===== src/rtl/decision_pkg.sv =====
`default_nettype none
// +--------------------------------------------------------------------------+
// | Module      : decision_pkg                                               |
// | Description : Class codes, class count and vote-FSM state encodings      |
// |               shared by the decision_vote block.                         |
// | Revision    : 1.0  initial release                                       |
// +--------------------------------------------------------------------------+
package decision_pkg;

  localparam logic [7:0] CLASS_NONE = 8'h00;
  localparam logic [7:0] CLASS_Y1   = 8'h01;
  localparam logic [7:0] CLASS_Y2   = 8'h02;
  localparam logic [7:0] CLASS_Y3   = 8'h03;
  localparam logic [7:0] CLASS_Y4   = 8'h04;
  localparam int         NUM_CLASS  = 4;

  localparam logic [1:0] ST_IDLE    = 2'd0;
  localparam logic [1:0] ST_COLLECT = 2'd1;
  localparam logic [1:0] ST_RESOLVE = 2'd2;
  localparam logic [1:0] ST_HOLD    = 2'd3;

  function automatic logic is_valid_class(input logic [7:0] code);
    return (code >= CLASS_Y1) && (code <= CLASS_Y4);
  endfunction

endpackage
`default_nettype wire


===== src/rtl/class_vote_cnt.sv =====
`default_nettype none
// +--------------------------------------------------------------------------+
// | Module      : class_vote_cnt                                             |
// | Description : Per-class vote counter with synchronous clear priority.    |
// | Revision    : 1.0  initial release                                       |
// +--------------------------------------------------------------------------+
module class_vote_cnt #(
  parameter int CNT_W = 8
) (
  input  logic             clk,
  input  logic             reset,
  input  logic             i_clr,
  input  logic             i_inc,
  output logic [CNT_W-1:0] o_cnt
);

  logic [CNT_W-1:0] r_cnt;

  always_ff @(posedge clk or negedge reset) begin
    if (!reset) begin
      r_cnt <= '0;
    end else if (i_clr) begin
      r_cnt <= '0;
    end else if (i_inc) begin
      r_cnt <= r_cnt + 1'b1;
    end
  end

  assign o_cnt = r_cnt;

endmodule
`default_nettype wire


===== src/rtl/decision_vote.sv =====
`default_nettype none
// +--------------------------------------------------------------------------+
// | Module      : decision_vote                                              |
// | Description : Collects WINDOW class decisions, majority-votes them and   |
// |               offers the result on a valid/ready handshake.              |
// |               Optional macro VOTE_ERR_CNT_EN adds err_cnt_o, a           |
// |               saturating count of invalid samples since reset.           |
// | Revision    : 1.0  initial release                                       |
// +--------------------------------------------------------------------------+
module decision_vote
  import decision_pkg::*;
#(
  parameter int WINDOW = 8,
  parameter int CNT_W  = 8
) (
  input  logic        clk,
  input  logic        reset,
  input  logic        en_i,
  input  logic [7:0]  y_i,
  input  logic        y_valid_i,
  output logic        start_o,
  output logic [7:0]  vote_o,
  output logic        vote_valid_o,
  input  logic        vote_ready_i,
`ifdef VOTE_ERR_CNT_EN
  output logic [15:0] err_cnt_o,
`endif
  output logic        err_o
);

  localparam logic [CNT_W-1:0] C_LAST = CNT_W'(WINDOW - 1);

  if ((WINDOW < 1) || (WINDOW > ((2 ** CNT_W) - 1))) begin : g_bad_window
    $error("decision_vote: WINDOW out of range for CNT_W");
  end

  logic [1:0]       r_state;
  logic [1:0]       w_state_nxt;
  logic [CNT_W-1:0] r_samp_cnt;
  logic             r_err_flag;
  logic [7:0]       r_vote;
  logic             r_vote_valid;
  logic             r_err;

  logic             w_take;
  logic             w_code_ok;
  logic             w_abort;
  logic             w_hs;
  logic             w_clr;
  logic             w_last;
  logic [CNT_W-1:0] w_cnt [NUM_CLASS];
  logic [7:0]       w_best;
  logic [CNT_W-1:0] w_best_cnt;

  // Abort has priority over everything else in COLLECT, including the final sample.
  assign w_take    = (r_state == ST_COLLECT) && en_i && y_valid_i;
  assign w_code_ok = is_valid_class(y_i);
  assign w_abort   = (r_state == ST_COLLECT) && !en_i;
  assign w_hs      = (r_state == ST_HOLD) && vote_ready_i;
  assign w_clr     = w_abort || w_hs;
  assign w_last    = w_take && (r_samp_cnt == C_LAST);

  for (genvar gi = 0; gi < NUM_CLASS; gi++) begin : g_cls
    class_vote_cnt #(
      .CNT_W (CNT_W)
    ) u_cnt (
      .clk   (clk),
      .reset (reset),
      .i_clr (w_clr),
      .i_inc (w_take && (y_i == (CLASS_Y1 + 8'(gi)))),
      .o_cnt (w_cnt[gi])
    );
  end

  // Strict compare keeps the lowest code on ties; all-zero leaves CLASS_NONE.
  always_comb begin
    w_best     = CLASS_NONE;
    w_best_cnt = '0;
    for (int k = 0; k < NUM_CLASS; k++) begin
      if (w_cnt[k] > w_best_cnt) begin
        w_best_cnt = w_cnt[k];
        w_best     = CLASS_Y1 + 8'(k);
      end
    end
  end

  always_comb begin
    w_state_nxt = r_state;
    case (r_state)
      ST_IDLE:    if (en_i) w_state_nxt = ST_COLLECT;
      ST_COLLECT: begin
        if (!en_i)       w_state_nxt = ST_IDLE;
        else if (w_last) w_state_nxt = ST_RESOLVE;
      end
      ST_RESOLVE: w_state_nxt = ST_HOLD;
      ST_HOLD:    if (vote_ready_i) w_state_nxt = en_i ? ST_COLLECT : ST_IDLE;
      default:    w_state_nxt = ST_IDLE;
    endcase
  end

  always_ff @(posedge clk or negedge reset) begin
    if (!reset) begin
      r_state      <= ST_IDLE;
      r_samp_cnt   <= '0;
      r_err_flag   <= 1'b0;
      r_vote       <= CLASS_NONE;
      r_vote_valid <= 1'b0;
      r_err        <= 1'b0;
    end else begin
      r_state <= w_state_nxt;
      if (w_clr) begin
        r_samp_cnt <= '0;
        r_err_flag <= 1'b0;
      end else if (w_take) begin
        r_samp_cnt <= r_samp_cnt + 1'b1;
        if (!w_code_ok) r_err_flag <= 1'b1;
      end
      if (r_state == ST_RESOLVE) begin
        r_vote       <= w_best;
        r_err        <= r_err_flag;
        r_vote_valid <= 1'b1;
      end else if (w_hs) begin
        r_vote_valid <= 1'b0;
      end
    end
  end

`ifdef VOTE_ERR_CNT_EN
  logic [15:0] r_err_cnt;

  always_ff @(posedge clk or negedge reset) begin
    if (!reset) begin
      r_err_cnt <= 16'h0000;
    end else if (w_take && !w_code_ok && (r_err_cnt != 16'hFFFF)) begin
      r_err_cnt <= r_err_cnt + 16'h0001;
    end
  end

  assign err_cnt_o = r_err_cnt;
`endif

  assign start_o      = (r_state == ST_COLLECT);
  assign vote_o       = r_vote;
  assign vote_valid_o = r_vote_valid;
  assign err_o        = r_err;

endmodule
`default_nettype wire


===== config.mk =====
export PLATFORM = sky130hd
export DESIGN_NAME = decision_vote
export DESIGN_NICKNAME = d
export VERILOG_FILES = /design/src/rtl/decision_pkg.sv /design/src/rtl/class_vote_cnt.sv /design/src/rtl/decision_vote.sv
export SDC_FILE = /design/constraint.sdc
export NUM_CORES = 1
export LEC_CHECK = 0
export CAP_MARGIN = 25
export CORE_ASPECT_RATIO = 2
export CORE_MARGIN = 3
export CORE_UTILIZATION = 61
export CTS_BUF_LIST = sky130_fd_sc_hd__clkbuf_8
export DETAILED_ROUTE_END_ITERATION = 8
export MAX_ROUTING_LAYER = met4
export PLACE_DENSITY = 0.79
export REMOVE_ABC_BUFFERS = 1
export SYNTH_ARGS = -nofsm -noshare
export SYNTH_HDL_FRONTEND = slang
export SYNTH_HIERARCHICAL = 1
export SYNTH_SLANG_ARGS = --single-unit

===== constraint.sdc =====
create_clock -name clk -period 6 [get_ports clk]
set_input_delay 0.9 -clock clk [delete_from_list [all_inputs] [get_ports clk]]
set_output_delay 0.9 -clock clk [all_outputs]
set_load 0.02 [all_outputs]

==> metrics.txt, run 1 <==
status finished clean; synthesized-area fraction occupied by adder cells between 10% and 20%; buffer levels on the longest clock path 2; post-route core utilization between 60% and 70%; delay of the slowest critical-path stage 0.53 ns; power density of the placed cells 166 nW/um2; synth warn 6; routed length per instance 15.9 um; setup repair after global routing missed its margin false; DP HPWL 5.05 mm; number of enable-type register cells in the synthesized netlist 0; number of remaining DRC errors 0; cell with the biggest individual delay on the critical path sky130_fd_sc_hd__o31ai_4; Clock H-tree levels 2; share of the yosys chip area belonging to registers 37.9%; worst-case headroom to the max-slew limit between 50% and 60%; Post CTS Setup Buffer Count 0; Worst Setup Start Kind register; drt first pass iters 4; die width 57 um; type of the worst min-delay path input pin to async pin; number of buffers inserted during clock tree synthesis 5; number of cells upsized or downsized after cts 0; Main synth FF type sky130_fd_sc_hd__dfrtp_1; Die H 108 um; number of vias in the routed layout roughly 2,500; Floorplan Core Area 4950 um2; antenna violations before repair 0; area of all sequential standard cells between 1000 and 1500 um2; clock sink count 48; global-route usage over all layers 25.1%; violation count after the first detailed-routing iteration 73; series of cell instances along the critical path inv_1 -> ha_1 -> nor2b_1 -> o211ai_1 -> a21oi_1 -> o22ai_1 -> buf_4 -> mux2i_1 -> ha_1 -> nor2b_1 -> o211ai_1 -> a21oi_1 -> o31ai_4 -> nor2_1 -> a21o_1 -> ha_1 -> nor2b_1 -> o211ai_1 -> a21oi_1 -> nor3_1 -> nor2_1 -> o31ai_1; Filler Cells Inserted 416; highest net fanout along the worst path 17; post-placement setup slack 1.33 ns; maximum VDD drop 0.000235 V; simple-gate share of the synthesized area between 15 and 20%; initial standard-cell utilization of the core 64.0%; number of nets in the layout 393; max-slew violation total from the final report 0; hold_buf cts 0; required arrival time at the worst endpoint roughly 6.2 ns; Overflow after GRT 0; I/O Buffers 18; Skew-Pair Late Insertion Delay 0.32 ns; highest clock rate 214 MHz; wire length of the first global-routing pass 11.8 mm; pin count of the biggest net entering global routing 37; worst-case clock skew 0.00365 ns; ant diodes 0; Final period util 77.8%; Die Footprint 6160 um2; antenna-violating nets left 0; Post-Synthesis Mean Instance Area 9.42 um2; fin worst setup slack 1.33 ns; most used cells in the layout excluding fill and tap cells sky130_fd_sc_hd__nor2_1 (48), sky130_fd_sc_hd__dfrtp_1 (48), sky130_fd_sc_hd__ha_1 (29); share of cells above drive strength 1 6.82%; CTS Root Cell sky130_fd_sc_hd__clkbuf_8; XOR/XNOR Fraction of Synth Area 6.35%; arrival time at the worst endpoint 4.90 ns; Yosys reg bits 48; total standard cell area after synthesis approximately 3200 um2; multi-input logic area 1820 um2; final weighted congestion in routability-driven placement about 0.8; CTS tree done; number of library cell types mapped by synthesis 37; number of placement rows 36; total power draw 0.571 mW; Reg clk slew, reported paths 0.09 ns; Routed WL 6.48 mm; Worst Setup SP g_cls[0].u_cnt/o_cnt[1]$_DFFE_PN0P_; Worst R2R Start g_cls[0].u_cnt/o_cnt[1]$_DFFE_PN0P_; crit path kind register to register; total of max-cap violations 0; # IOs 24; type of destination of the critical path register; main combinational cell family by area after synthesis simple AND/OR/NAND/NOR gates; Setup TNS Final 0 ns; post-synthesis compound-gate area fraction 14.6%; synthesized netlist cell count 337; per-cell via count in the routed design between 6 and 7; worst slack on hold paths 0.474 ns; vias in the first global route 2,583; leakage component of the power 1.57 nW; area added between synthesis and finish 8.40%; number of hold violations in the final report 0; mux contribution to synthesized area 4.77%; Period minus WS final 4.67 ns; pin slew with the least headroom to its limit 0.669 ns; proportion of register bits with asynchronous set or reset after synthesis 100%; # setup viols final 0
## registers in the layout (all words and copies together) (netlist names), named ones only
name	flops
r_state	1
vote_valid_o	1
g_cls.u_cnt/o_cnt	32
r_err_flag	1
vote_o	3
err_o	1
r_samp_cnt	8
## kinds of logic after synthesis
| logic type | after synthesis |
|---|---|
| XOR/XNOR | 23 |
| other | 1 |
| flip-flops | 48 |
| buffers and inverters | 29 |
| multiplexers | 14 |
| AND/OR/NAND/NOR | 130 |
| AO/OA/AOI/OAI | 63 |
| adder cells (fa/ha/maj) | 29 |
## power breakdown
group          switching [mW]  internal [mW]
logic                  0.0226         0.0137
registers             0.00261          0.326
clock network           0.114         0.0921
total                   0.139          0.432
## path summary, 6_finish.rpt
| path | end | slack [ns] | cells past startpoint |
|---|---|---|---|
| hold / removal | g_cls[1].u_cnt/o_cnt[5]$_DFFE_PN0P_ | 0.47 | 1 |
| max in group asynchronous | r_samp_cnt[2]$_DFFE_PN0P_ | 5.02 | 2 |
| setup / recovery | vote_o[0]$_DFFE_PN0P_ | 1.33 | 22 |
| min in group clk | vote_valid_o$_DFFE_PN0P_ | 0.50 | 2 |
| setup reg to reg | vote_o[0]$_DFFE_PN0P_ | 1.33 | 22 |
| hold reg to reg | vote_valid_o$_DFFE_PN0P_ | 0.50 | 2 |
## synthesized netlist by cell type (2+ instances only)
library cell | n | area (um2)
sky130_fd_sc_hd__a21oi_1 | 21 | 105
sky130_fd_sc_hd__nand3_1 | 13 | 65.1
sky130_fd_sc_hd__nor4_1 | 2 | 12.5
sky130_fd_sc_hd__nor3_1 | 2 | 10.0
sky130_fd_sc_hd__and3_1 | 3 | 18.8
sky130_fd_sc_hd__or4_1 | 2 | 15.0
sky130_fd_sc_hd__a21boi_0 | 2 | 15.0
sky130_fd_sc_hd__nand2_1 | 23 | 86.3
sky130_fd_sc_hd__xnor2_1 | 6 | 52.6
sky130_fd_sc_hd__o21ai_0 | 19 | 95.1
sky130_fd_sc_hd__a21o_1 | 7 | 52.6
sky130_fd_sc_hd__nor2b_1 | 4 | 25.0
sky130_fd_sc_hd__xor2_1 | 17 | 149
sky130_fd_sc_hd__or2_2 | 2 | 12.5
sky130_fd_sc_hd__clkbuf_1 | 4 | 15.0
sky130_fd_sc_hd__nand4_1 | 16 | 100
sky130_fd_sc_hd__ha_1 | 29 | 363
sky130_fd_sc_hd__buf_4 | 14 | 105
sky130_fd_sc_hd__o2111ai_4 | 4 | 105
sky130_fd_sc_hd__o211ai_1 | 3 | 22.5
sky130_fd_sc_hd__o31ai_1 | 2 | 15.0
sky130_fd_sc_hd__nor2_1 | 48 | 180
sky130_fd_sc_hd__dfrtp_1 | 48 | 1200
sky130_fd_sc_hd__or3_1 | 12 | 75.1
sky130_fd_sc_hd__mux2i_1 | 11 | 110
sky130_fd_sc_hd__mux2_4 | 2 | 30.0
sky130_fd_sc_hd__a211oi_1 | 2 | 15.0
sky130_fd_sc_hd__inv_1 | 10 | 37.5
## area by class of cell
type                            count  area share, %
Timing Repair Buffer               22           6.33
Clock inverter                      2          0.291
Sequential cell                    48           34.9
Tap cell                           57           2.07
Inverter                           10           1.09
Multi-Input combinational cell    264           52.9
Clock buffer                        6           2.40
## stage by stage
step	std cells	instance area, um2
2_1_floorplan	322	3060
3_3_place_gp	400	3330
3_5_place_dp	401	3350
4_1_cts	409	3440
5_1_grt	409	3440
6_report	409	3440
## layer usage
| layer | GRT usage (%) | vias to the layer above | wire length [um] |
|---|---|---|---|
| met5 | - | - | 0 |
| met4 | 12.9 | 0 | 284 |
| met3 | 3.70 | 18 | 129 |
| met2 | 43.9 | 34 | 3570 |
| met1 | 26.9 | 1191 | 2500 |
| li1 | - | 1219 | - |
## worst max-delay path, delay by kind of cell, from the launching register on
| kind | cells | cell delay [ns] |
|---|---|---|
| AO/OA/AOI/OAI | 10 | 1.84 |
| adder cells (fa/ha/maj) | 3 | 0.85 |
| buffers and inverters | 2 | 0.31 |
| flip-flops | 1 | 0.48 |
| multiplexers | 1 | 0.27 |
| AND/OR/NAND/NOR | 6 | 0.83 |
No activity file was read; power rests on OpenSTA's default activity.
==> inputs of run 2 (changes only) <==
clock period = 4.4 ns   (was 6 ns; I/O delays follow)
==> metrics.txt, run 2 (synthesized netlist as in run 1, its figures left out) <==
antenna-violating nets left 0 (unchanged); total of max-cap violations 0 (unchanged); highest clock rate 229 MHz (+7.1%); Inst Count DP 414 (+3.2%); Die Footprint 6160 um2 (unchanged); Worst Setup SP g_cls[1].u_cnt/o_cnt[1]$_DFFE_PN0P_; routed metal-1 wire length 2.77 mm (+11%); routed length per instance 17.9 um (+13%); Placed Instance Area 3440 um2 (+2.9%); Worst Setup Start Kind register; number of nets in the layout 415 (+5.6%); max reg flops 32 (unchanged); CTS Root Cell sky130_fd_sc_hd__clkbuf_8; Net Sw Power 0.180 mW (+30%); number of placement rows 36 (unchanged); destination of the critical timing path vote_o[0]$_DFFE_PN0P_; share of cells above drive strength 1 18.2% (+11 points); number of hold violations in the final report 0 (unchanged); DP HPWL 5.50 mm (+8.9%); highest net fanout along the worst path 7 (-10); internal power summed over all cells 0.604 mW (+40%); type of destination of the critical path register; number of vias in the routed layout 2,661 (+8.1%); I/O Buffers 18 (unchanged); Filler Cells Inserted 344 (-17%); total power draw 0.785 mW (+37%); area added between synthesis and finish 18.9%; final design area excluding fillers 3770 um2 (+9.7%); Clock H-tree levels 2 (unchanged); top routing layer in use met4; Die H 108 um (unchanged); worst r2r path cells 21 (-4.5%); crit path kind register to register; Period minus WS final 4.36 ns (-0.310 ns); violation count after the first detailed-routing iteration 120 (+64%); clock power share 36.3% (+0.3 points); most used cells in the layout excluding fill and tap cells sky130_fd_sc_hd__nor2_1 (47), sky130_fd_sc_hd__dfrtp_1 (47), sky130_fd_sc_hd__ha_1 (25); worst-case headroom to the max-slew limit 54.0% (-1.2 points); Routed WL 7.68 mm (+18%); drt first pass iters 5 (+1); initial standard-cell utilization of the core 64.0% (unchanged); leakage component of the power 1.68 nW (+7.0%); power density of the placed cells 208 nW/um2 (+25%); post-placement setup slack 0.00136 ns (-1.33 ns); # setup viols final 0 (unchanged); number of remaining DRC errors 0 (unchanged); worst reg-to-reg setup slack 0.04 ns (-1.29 ns); pin count of the biggest net entering global routing 32 (-14%); worst slack on hold paths 0.275 ns (-0.199 ns); maximum VDD drop 0.000298 V (+27%); fraction of power consumed by combinational cells 6.5% (about the same); clock sink count 48 (unchanged); Reg2Reg Capture Point vote_o[0]$_DFFE_PN0P_; final weighted congestion in routability-driven placement 0.875 (+9.9%); global-route usage over all layers 26.1% (+0.99 points); status finished clean; # IOs 24 (unchanged); Setup TNS Final 0 ns (unchanged); Worst R2R Start g_cls[1].u_cnt/o_cnt[1]$_DFFE_PN0P_; switching power as a share of total power 23.0% (-1.3 points); die width 57 um (unchanged); Skew-Pair Late Insertion Delay 0.32 ns (about the same); per-cell via count in the routed design 6.19 (+2.8%); final standard cell count with taps included and fillers excluded 430 (+5.1%); post-route core utilization 76.1% (+6.7 points); fin worst setup slack 0.0388 ns (-1.29 ns); Met2 Wirelength 4.36 mm (+22%); wire length of the first global-routing pass 12.0 mm (+2.0%); ant diodes 0 (unchanged); arrival time at the worst endpoint 4.58 ns (-0.32 ns); setup repair after global routing missed its margin true; antenna violations before repair 0 (unchanged); worst-case clock skew 0.0115 ns (+0.00787 ns); CTS tree done; number of buffers inserted during clock tree synthesis 5 (unchanged); Reg clk slew, reported paths 0.09 ns (about the same); vias in the first global route 2,665 (+3.2%); type of the worst min-delay path input pin to async pin; hold_buf cts 0 (unchanged); met3 routed WL 196 um (+52%); Final period util 99.1% (+21 points); required arrival time at the worst endpoint 4.62 ns (-1.61 ns); buffer levels on the longest clock path 2 (unchanged); Overflow after GRT 0 (unchanged); Floorplan Core Area 4950 um2 (unchanged); max-slew violation total from the final report 0 (unchanged); pin slew with the least headroom to its limit 0.687 ns (+0.0181 ns); Sequential Power Share 57.2% (-0.4 points)
[run 2: changes by cell type in the layout (fill, tap and decap cells not counted), sizes merged]
| cell | change |
|---|---|
| buf | +22 |
| clkbuf | +1 |
| clkinv | -2 |
[run 2: final cells by class]
type / instances / area [um2] / share of cell area, %
flip-flops and latches: 48 / 1200 / 31.9
inverters: 10 / 37.5 / 0.995
well taps: 57 / 71.3 / 1.89
multi-input cells: 264 / 1970 / 52.3
repair buffers: 44 / 390 / 10.3
clock buffers: 7 / 96.3 / 2.55
[run 2: power by group through the flow]
stage                     Clock, mW  Sequential [mW]  Combinational (mW)
after floorplan                   0            0.457              0.0208
after global placement            0            0.457              0.0472
after detailed placement          0            0.457              0.0506
after CTS                     0.291            0.448              0.0507
after global routing          0.309            0.449              0.0573
final                         0.285            0.449              0.0511
[run 2: worst min path at each step]
stage | from | cells after the start | end | slack (ns)
final | reset | 1 | g_cls[1].u_cnt/o_cnt[7]$_DFFE_PN0P_ | 0.27
after global routing | reset | 1 | g_cls[1].u_cnt/o_cnt[7]$_DFFE_PN0P_ | 0.30
after CTS | reset | 1 | g_cls[2].u_cnt/o_cnt[2]$_DFFE_PN0P_ | 0.28
after detailed placement | vote_valid_o$_DFFE_PN0P_ | 2 | vote_valid_o$_DFFE_PN0P_ | 0.47
after global placement | vote_valid_o$_DFFE_PN0P_ | 2 | vote_valid_o$_DFFE_PN0P_ | 0.46
after floorplan | reset | 0 | async pin | 0.36
[run 2: routing by layer]
metal	up-vias	global-route usage, %
met5	-	-
met4	0	15.6
met3	30	3.70
met2	61	47.3
met1	1321	25.5
li1	1249	-
[run 2: critical path: stages (launching register included)]
cell and delay (ns):
sky130_fd_sc_hd__dfrtp_1 0.43, sky130_fd_sc_hd__ha_4 0.26, sky130_fd_sc_hd__nor2b_4 0.12, sky130_fd_sc_hd__o211ai_1 0.18, sky130_fd_sc_hd__a21oi_1 0.09, sky130_fd_sc_hd__o22ai_1 0.18, sky130_fd_sc_hd__buf_4 0.22, sky130_fd_sc_hd__buf_4 0.13
sky130_fd_sc_hd__mux2i_1 0.29, sky130_fd_sc_hd__ha_1 0.32, sky130_fd_sc_hd__nand4_1 0.14, sky130_fd_sc_hd__a21oi_2 0.07, sky130_fd_sc_hd__o31ai_4 0.41, sky130_fd_sc_hd__nor2_1 0.14, sky130_fd_sc_hd__a21o_1 0.20, sky130_fd_sc_hd__ha_4 0.22
sky130_fd_sc_hd__nor2b_2 0.14, sky130_fd_sc_hd__o211ai_1 0.20, sky130_fd_sc_hd__a21oi_2 0.10, sky130_fd_sc_hd__nor3_4 0.17, sky130_fd_sc_hd__nor2_1 0.06, sky130_fd_sc_hd__o31ai_1 0.19
[run 2: timing repair]
action / CTS / global route
buffers inserted: 0 / 9
cloned: 0 / 0
gates resized for setup: 1 / 29
pin swaps: 0 / 15
setup endpoints to repair: 1 / 3
